[src/rtl/sample_tx_fifo.sv]
// Stereo sample FIFO between the FIR stage and the codec write port.
// Holds output until THRESH pairs are buffered, then streams while the codec is ready.
module sample_tx_fifo #(
    parameter int W      = 16,
    parameter int DEPTH  = 8,
    parameter int THRESH = 4,
    localparam int PW    = $clog2(DEPTH),
    localparam int LW    = PW + 1
) (
    input  logic          ck,
    input  logic          rst,
    input  logic [W-1:0]  in_left,
    input  logic [W-1:0]  in_right,
    input  logic          in_valid,
    input  logic          write_ready,
    output logic          write,
    output logic [23:0]   writedata_left,
    output logic [23:0]   writedata_right,
    output logic [LW-1:0] level,
    output logic          overflow,
    output logic          underrun,
    input  logic          clr_flags
);

    // state | meaning
    // FILL  | priming: collecting pairs, codec output held off
    // RUN   | streaming: pop one pair per codec-ready cycle
    typedef enum logic {FILL, RUN} state_t;

    state_t          state_q, state_d;
    logic [PW-1:0]   wr_ptr_q, wr_ptr_d;
    logic [PW-1:0]   rd_ptr_q, rd_ptr_d;
    logic [LW-1:0]   level_q, level_d;
    logic            overflow_q, overflow_d;
    logic            underrun_q, underrun_d;
    logic [2*W-1:0]  mem_q [DEPTH];

    logic            push;
    logic            pop;
    logic            drop;
    logic            starve;
    logic [W-1:0]    head_left;
    logic [W-1:0]    head_right;
    logic [23:0]     head_left24;
    logic [23:0]     head_right24;

    assign head_left  = mem_q[rd_ptr_q][2*W-1:W];
    assign head_right = mem_q[rd_ptr_q][W-1:0];

    // Left-justify into the 24-bit codec word; wider samples keep their MSBs.
    generate
        if (W >= 24) begin : g_trunc
            assign head_left24  = head_left[W-1 -: 24];
            assign head_right24 = head_right[W-1 -: 24];
        end else begin : g_pad
            assign head_left24  = {head_left,  {(24-W){1'b0}}};
            assign head_right24 = {head_right, {(24-W){1'b0}}};
        end
    endgenerate

    always_comb begin
        state_d    = state_q;
        pop        = (state_q == RUN) && write_ready && (level_q != '0);
        starve     = (state_q == RUN) && write_ready && (level_q == '0);
        push       = in_valid && ((level_q < LW'(DEPTH)) || pop);
        drop       = in_valid && !push;
        wr_ptr_d   = push ? wr_ptr_q + PW'(1) : wr_ptr_q;
        rd_ptr_d   = pop  ? rd_ptr_q + PW'(1) : rd_ptr_q;
        level_d    = level_q + LW'(push) - LW'(pop);
        overflow_d = drop   ? 1'b1 : (clr_flags ? 1'b0 : overflow_q);
        underrun_d = starve ? 1'b1 : (clr_flags ? 1'b0 : underrun_q);

        case (state_q)
            FILL: if (level_d >= LW'(THRESH)) state_d = RUN;
            RUN:  if (starve)                 state_d = FILL;
            default:                          state_d = FILL;
        endcase
    end

    always_ff @(posedge ck or negedge rst) begin
        if (!rst) begin
            state_q    <= FILL;
            wr_ptr_q   <= '0;
            rd_ptr_q   <= '0;
            level_q    <= '0;
            overflow_q <= 1'b0;
            underrun_q <= 1'b0;
        end else begin
            state_q    <= state_d;
            wr_ptr_q   <= wr_ptr_d;
            rd_ptr_q   <= rd_ptr_d;
            level_q    <= level_d;
            overflow_q <= overflow_d;
            underrun_q <= underrun_d;
        end
    end

    // Storage needs no reset: pointers and level define what is valid.
    always_ff @(posedge ck) begin
        if (push) mem_q[wr_ptr_q] <= {in_left, in_right};
    end

    assign write           = pop;
    assign writedata_left  = pop ? head_left24  : 24'd0;
    assign writedata_right = pop ? head_right24 : 24'd0;
    assign level           = level_q;
    assign overflow        = overflow_q;
    assign underrun        = underrun_q;

endmodule

[config.mk]
export PLATFORM = sky130hd
export DESIGN_NAME = sample_tx_fifo
export DESIGN_NICKNAME = d
export VERILOG_FILES = /design/src/rtl/sample_tx_fifo.sv
export SDC_FILE = /design/constraint.sdc
export NUM_CORES = 1
export LEC_CHECK = 0
export ABC_CLOCK_PERIOD_IN_PS = 9600
export CAP_MARGIN = 20
export CORE_UTILIZATION = 44
export CTS_CLUSTER_SIZE = 28
export DETAILED_ROUTE_END_ITERATION = 16
export MAX_ROUTING_LAYER = met4
export PLACE_DENSITY = 0.74
export SLEW_MARGIN = 10
export SYNTH_ARGS = -nofsm -noshare
export SYNTH_HDL_FRONTEND = slang
export SYNTH_SLANG_ARGS = --single-unit
[constraint.sdc]
create_clock -name ck -period 9.6 [get_ports ck]
set_clock_uncertainty 0.05 [all_clocks]
set_input_delay 2.88 -clock ck [delete_from_list [all_inputs] [get_ports ck]]
set_output_delay 2.88 -clock ck [all_outputs]
set_load 0.05 [all_outputs]
==> impl_metrics.py <==
metrics = {
    "run_status": {
        "status": "completed",
    },
    "cts": {
        "postCtsResizedCells": 0,
        "h-tree-depth": 1,
        "cts_setup_buffers": 0,
        "cts.sinks": 269,
        "clock_latency_ps": 520,
        "hold_buffers": 0,
        "cts_tree": "yes",
        "clkTransAtPathRegs_ps": 60,
        "cts_buffers": 26,
        "root_buffer": "clkbuf_16",
        "clockBufferDepth": 3,
    },
    "critical_path": {
        "cp-start-kind": "primary input",
        "r2r_setup_slack_ps": 6370,
        "r2r_cells": 7,
        "worstSetupEndpointType": "primary output",
        "cp_slowest_cell": "clkdlybuf4s50_1",
        "r2r-end": "mem_q[5][28]$_DFFE_PP_",
        "cp_max_fo": 13,
        "cpMostUsedCell": "clkdlybuf4s50_1",
        "timing.rr.start": "level[3]$_DFF_PN0_",
        "crit_path_cell_trace": "clkdlybuf4s50_1, nand2_1, nor2_2, and2_2, buf_4, a22o_1, clkdlybuf4s50_1",
        "cp.required_ps": 6670,
        "arrival_ps": 5410,
        "max_stage_delay_ps": 800,
        "criticalPathCategory": "primary input to primary output",
    },
    "route": {
        "drt_drc_violations_left": 0,
        "first_pass_iters": 5,
        "via_count": 4738,
        "drtIter0Drc": 308,
        "drt_wl_total_um": 19800,
        "viasPerCell": 5.34,
        "wl_per_cell_um": 22.4,
        "ant_nets": 0,
    },
    "sta": {
        "hold_viol": 0,
        "timing.hold.ws_ps": 476,
        "fmax_mhz": 120,
        "period_minus_slack_ps": 8340,
        "rsz0062_at_grt": "no",
        "slew_violations": 0,
        "setup_tns_ps": 0,
        "fin_crit_sh_pct": 86.9,
        "tightest_slew_ps": 979,
        "setup_violations": 0,
        "max_slew_margin_pct": 34.4,
    },
    "global_route": {
        "antenna_found_initial": 2,
        "grt_pass1_wl_um": 30400,
        "grt_pass1_vias": 5130,
        "gr-usage-all-layers_pct": 17.7,
        "grt_max_degree": 43,
        "grt_overflow": 0,
    },
    "floorplanning": {
        "dieWidth_um": 156,
        "die-area_um2": 24200,
        "core.rowCount": 55,
        "io_pins": 92,
        "start_util_pct": 45.3,
        "core_um2": 22900,
        "chipHeight_um": 156,
    },
    "layout": {
        "syn_to_final_growth_pct": 18.4,
        "fin_util_pct": 53.7,
        "nets": 597,
        "layout-drive-gt1-share_pct": 22.6,
        "final_area_um2": 12300,
    },
    "pwr": {
        "power_switching_mw": 1.30,
        "seq_power_share_pct": 40.5,
        "vdd_drop_max_uv": 204,
        "p_clk_share_pct": 25.0,
        "power_density_nw_per_um2": 315,
        "p_comb_share_pct": 34.5,
        "internal_power_mw": 2.57,
        "power_switching_share_pct": 33.5,
        "p_leak_nw": 4.00,
    },
    "synth": {
        "yosysTopAreaCellShare_pct": 74.0,
        "yosys_warnings": 0,
        "async_flop_share_pct": 4.83,
        "synth.distinct_cells": 31,
        "ys_seq_area_share_pct": 77.1,
        "synth-edff-count": 256,
        "syn_avg_cell_area_um2": 22.7,
        "synth-main-ff-cell": "edfxtp_1",
        "synth_top_cell_by_area": "edfxtp_1",
        "syn_inst": 458,
        "ys_ff_latch": 269,
        "ys_top_cells_by_area": "edfxtp_1 74%, mux4_2 14%, dfrtp_1 3.1%",
        "synthesis.area_um2": 10400,
    },
    "job": {
        "drv_cap": 0,
    },
    "place": {
        "place_congestion": 0.724,
        "portBuffers": 75,
        "dp_hpwl_um": 11400,
        "place_area_um2": 11500,
    },
    "hold_path": {
        "whs_endpoint": "rd_ptr_q[2]$_DFFE_PN0P_",
        "hold_path.startpoint": "rd_ptr_q[2]$_DFFE_PN0P_",
        "min_path_type": "register to register",
        "hold_depth": 1,
    },
}
-- cell families after synthesis --
logic type               after synthesis  synth area share [%]
XOR/XNOR                               6                 0.506
flip-flops                           269                  77.1
other                                  1                0.0361
AO/OA/AOI/OAI                         38                  3.06
multiplexers                          66                  14.1
buffers and inverters                 47                  2.97
AND/OR/NAND/NOR                       23                  1.18
adder cells (fa/ha/maj)                8                  1.04
-- final cells by class --
type                       count  area, µm²
fill                        1720      10600
antenna                        2       5.00
multi-input combinational    157       2190
clock inverter                19        135
tap                          313        392
inverter                      10       37.5
timing repair buffer          88        848
clock buffer                  29        683
sequential                   269       8020
-- routing by layer --
layer,up-vias,track usage (%),wire [µm]
met5,-,-,0
met4,0,6.16,507
li1,2083,-,-
met3,37,3.14,994
met2,150,29.4,10100
met1,2468,22.0,8270
-- layout by cell type, fill, tap and decap left out, types with 5 or more instances in the layout --
cell type / count
ha_1: 7
conb_1: 16
dfrtp_1: 11
mux4_2: 64
clkbuf_16: 27
clkdlybuf4s50_1: 75
clkinv_1: 10
clkinv_2: 6
a22o_1: 32
edfxtp_1: 256
nor2_4: 6
nand2_1: 5
buf_4: 13
inv_1: 10
-- worst max-delay path: cells and delay by family --
kind / cells / cell delay, ps
buffers and inverters: 3 / 1560
AND/OR/NAND/NOR: 3 / 780
AO/OA/AOI/OAI: 1 / 180
-- registers in the layout, indices dropped and copies added (netlist names) --
register,flops
mem_q,256
level,4
rd_ptr_q,3
state_q,1
underrun,1
wr_ptr_q,3
overflow,1
-- worst max-delay path by stage --
stage           startpoint                  end
6_report       write_ready  writedata_right[22]
5_1_grt        write_ready  writedata_right[10]
4_1_cts        write_ready  writedata_right[22]
3_5_place_dp   write_ready  writedata_right[10]
3_3_place_gp   write_ready  writedata_right[10]
2_1_floorplan  write_ready  writedata_right[13]
-- per-stage QoR --
step	worst slack, ps	cells	power [mW]
2_1_floorplan	2260	473	2.55
3_3_place_gp	1290	837	2.91
3_5_place_dp	1250	837	2.95
4_1_cts	1230	885	3.91
5_1_grt	1130	887	4.03
6_report	1260	887	3.87
-- synthesized netlist by cell type, drive strengths merged (2+ instances only) --
master	number
inv	10
xor2	2
nand2	5
o21ai	2
nor3	3
xnor2	4
nand3	3
a22o	32
dfrtp	13
mux4	64
buf	36
nor2	7
edfxtp	256
mux2	2
ha	7
-- power by group through the flow --
stage / logic (mW) / clock network [mW] / registers (mW)
6_report: 1.34 / 0.968 / 1.57
5_1_grt: 1.42 / 1.03 / 1.59
4_1_cts: 1.36 / 0.982 / 1.57
3_5_place_dp: 1.35 / 0 / 1.59
3_3_place_gp: 1.33 / 0 / 1.58
2_1_floorplan: 0.988 / 0 / 1.57
Power figures use the tool's default switching activity.
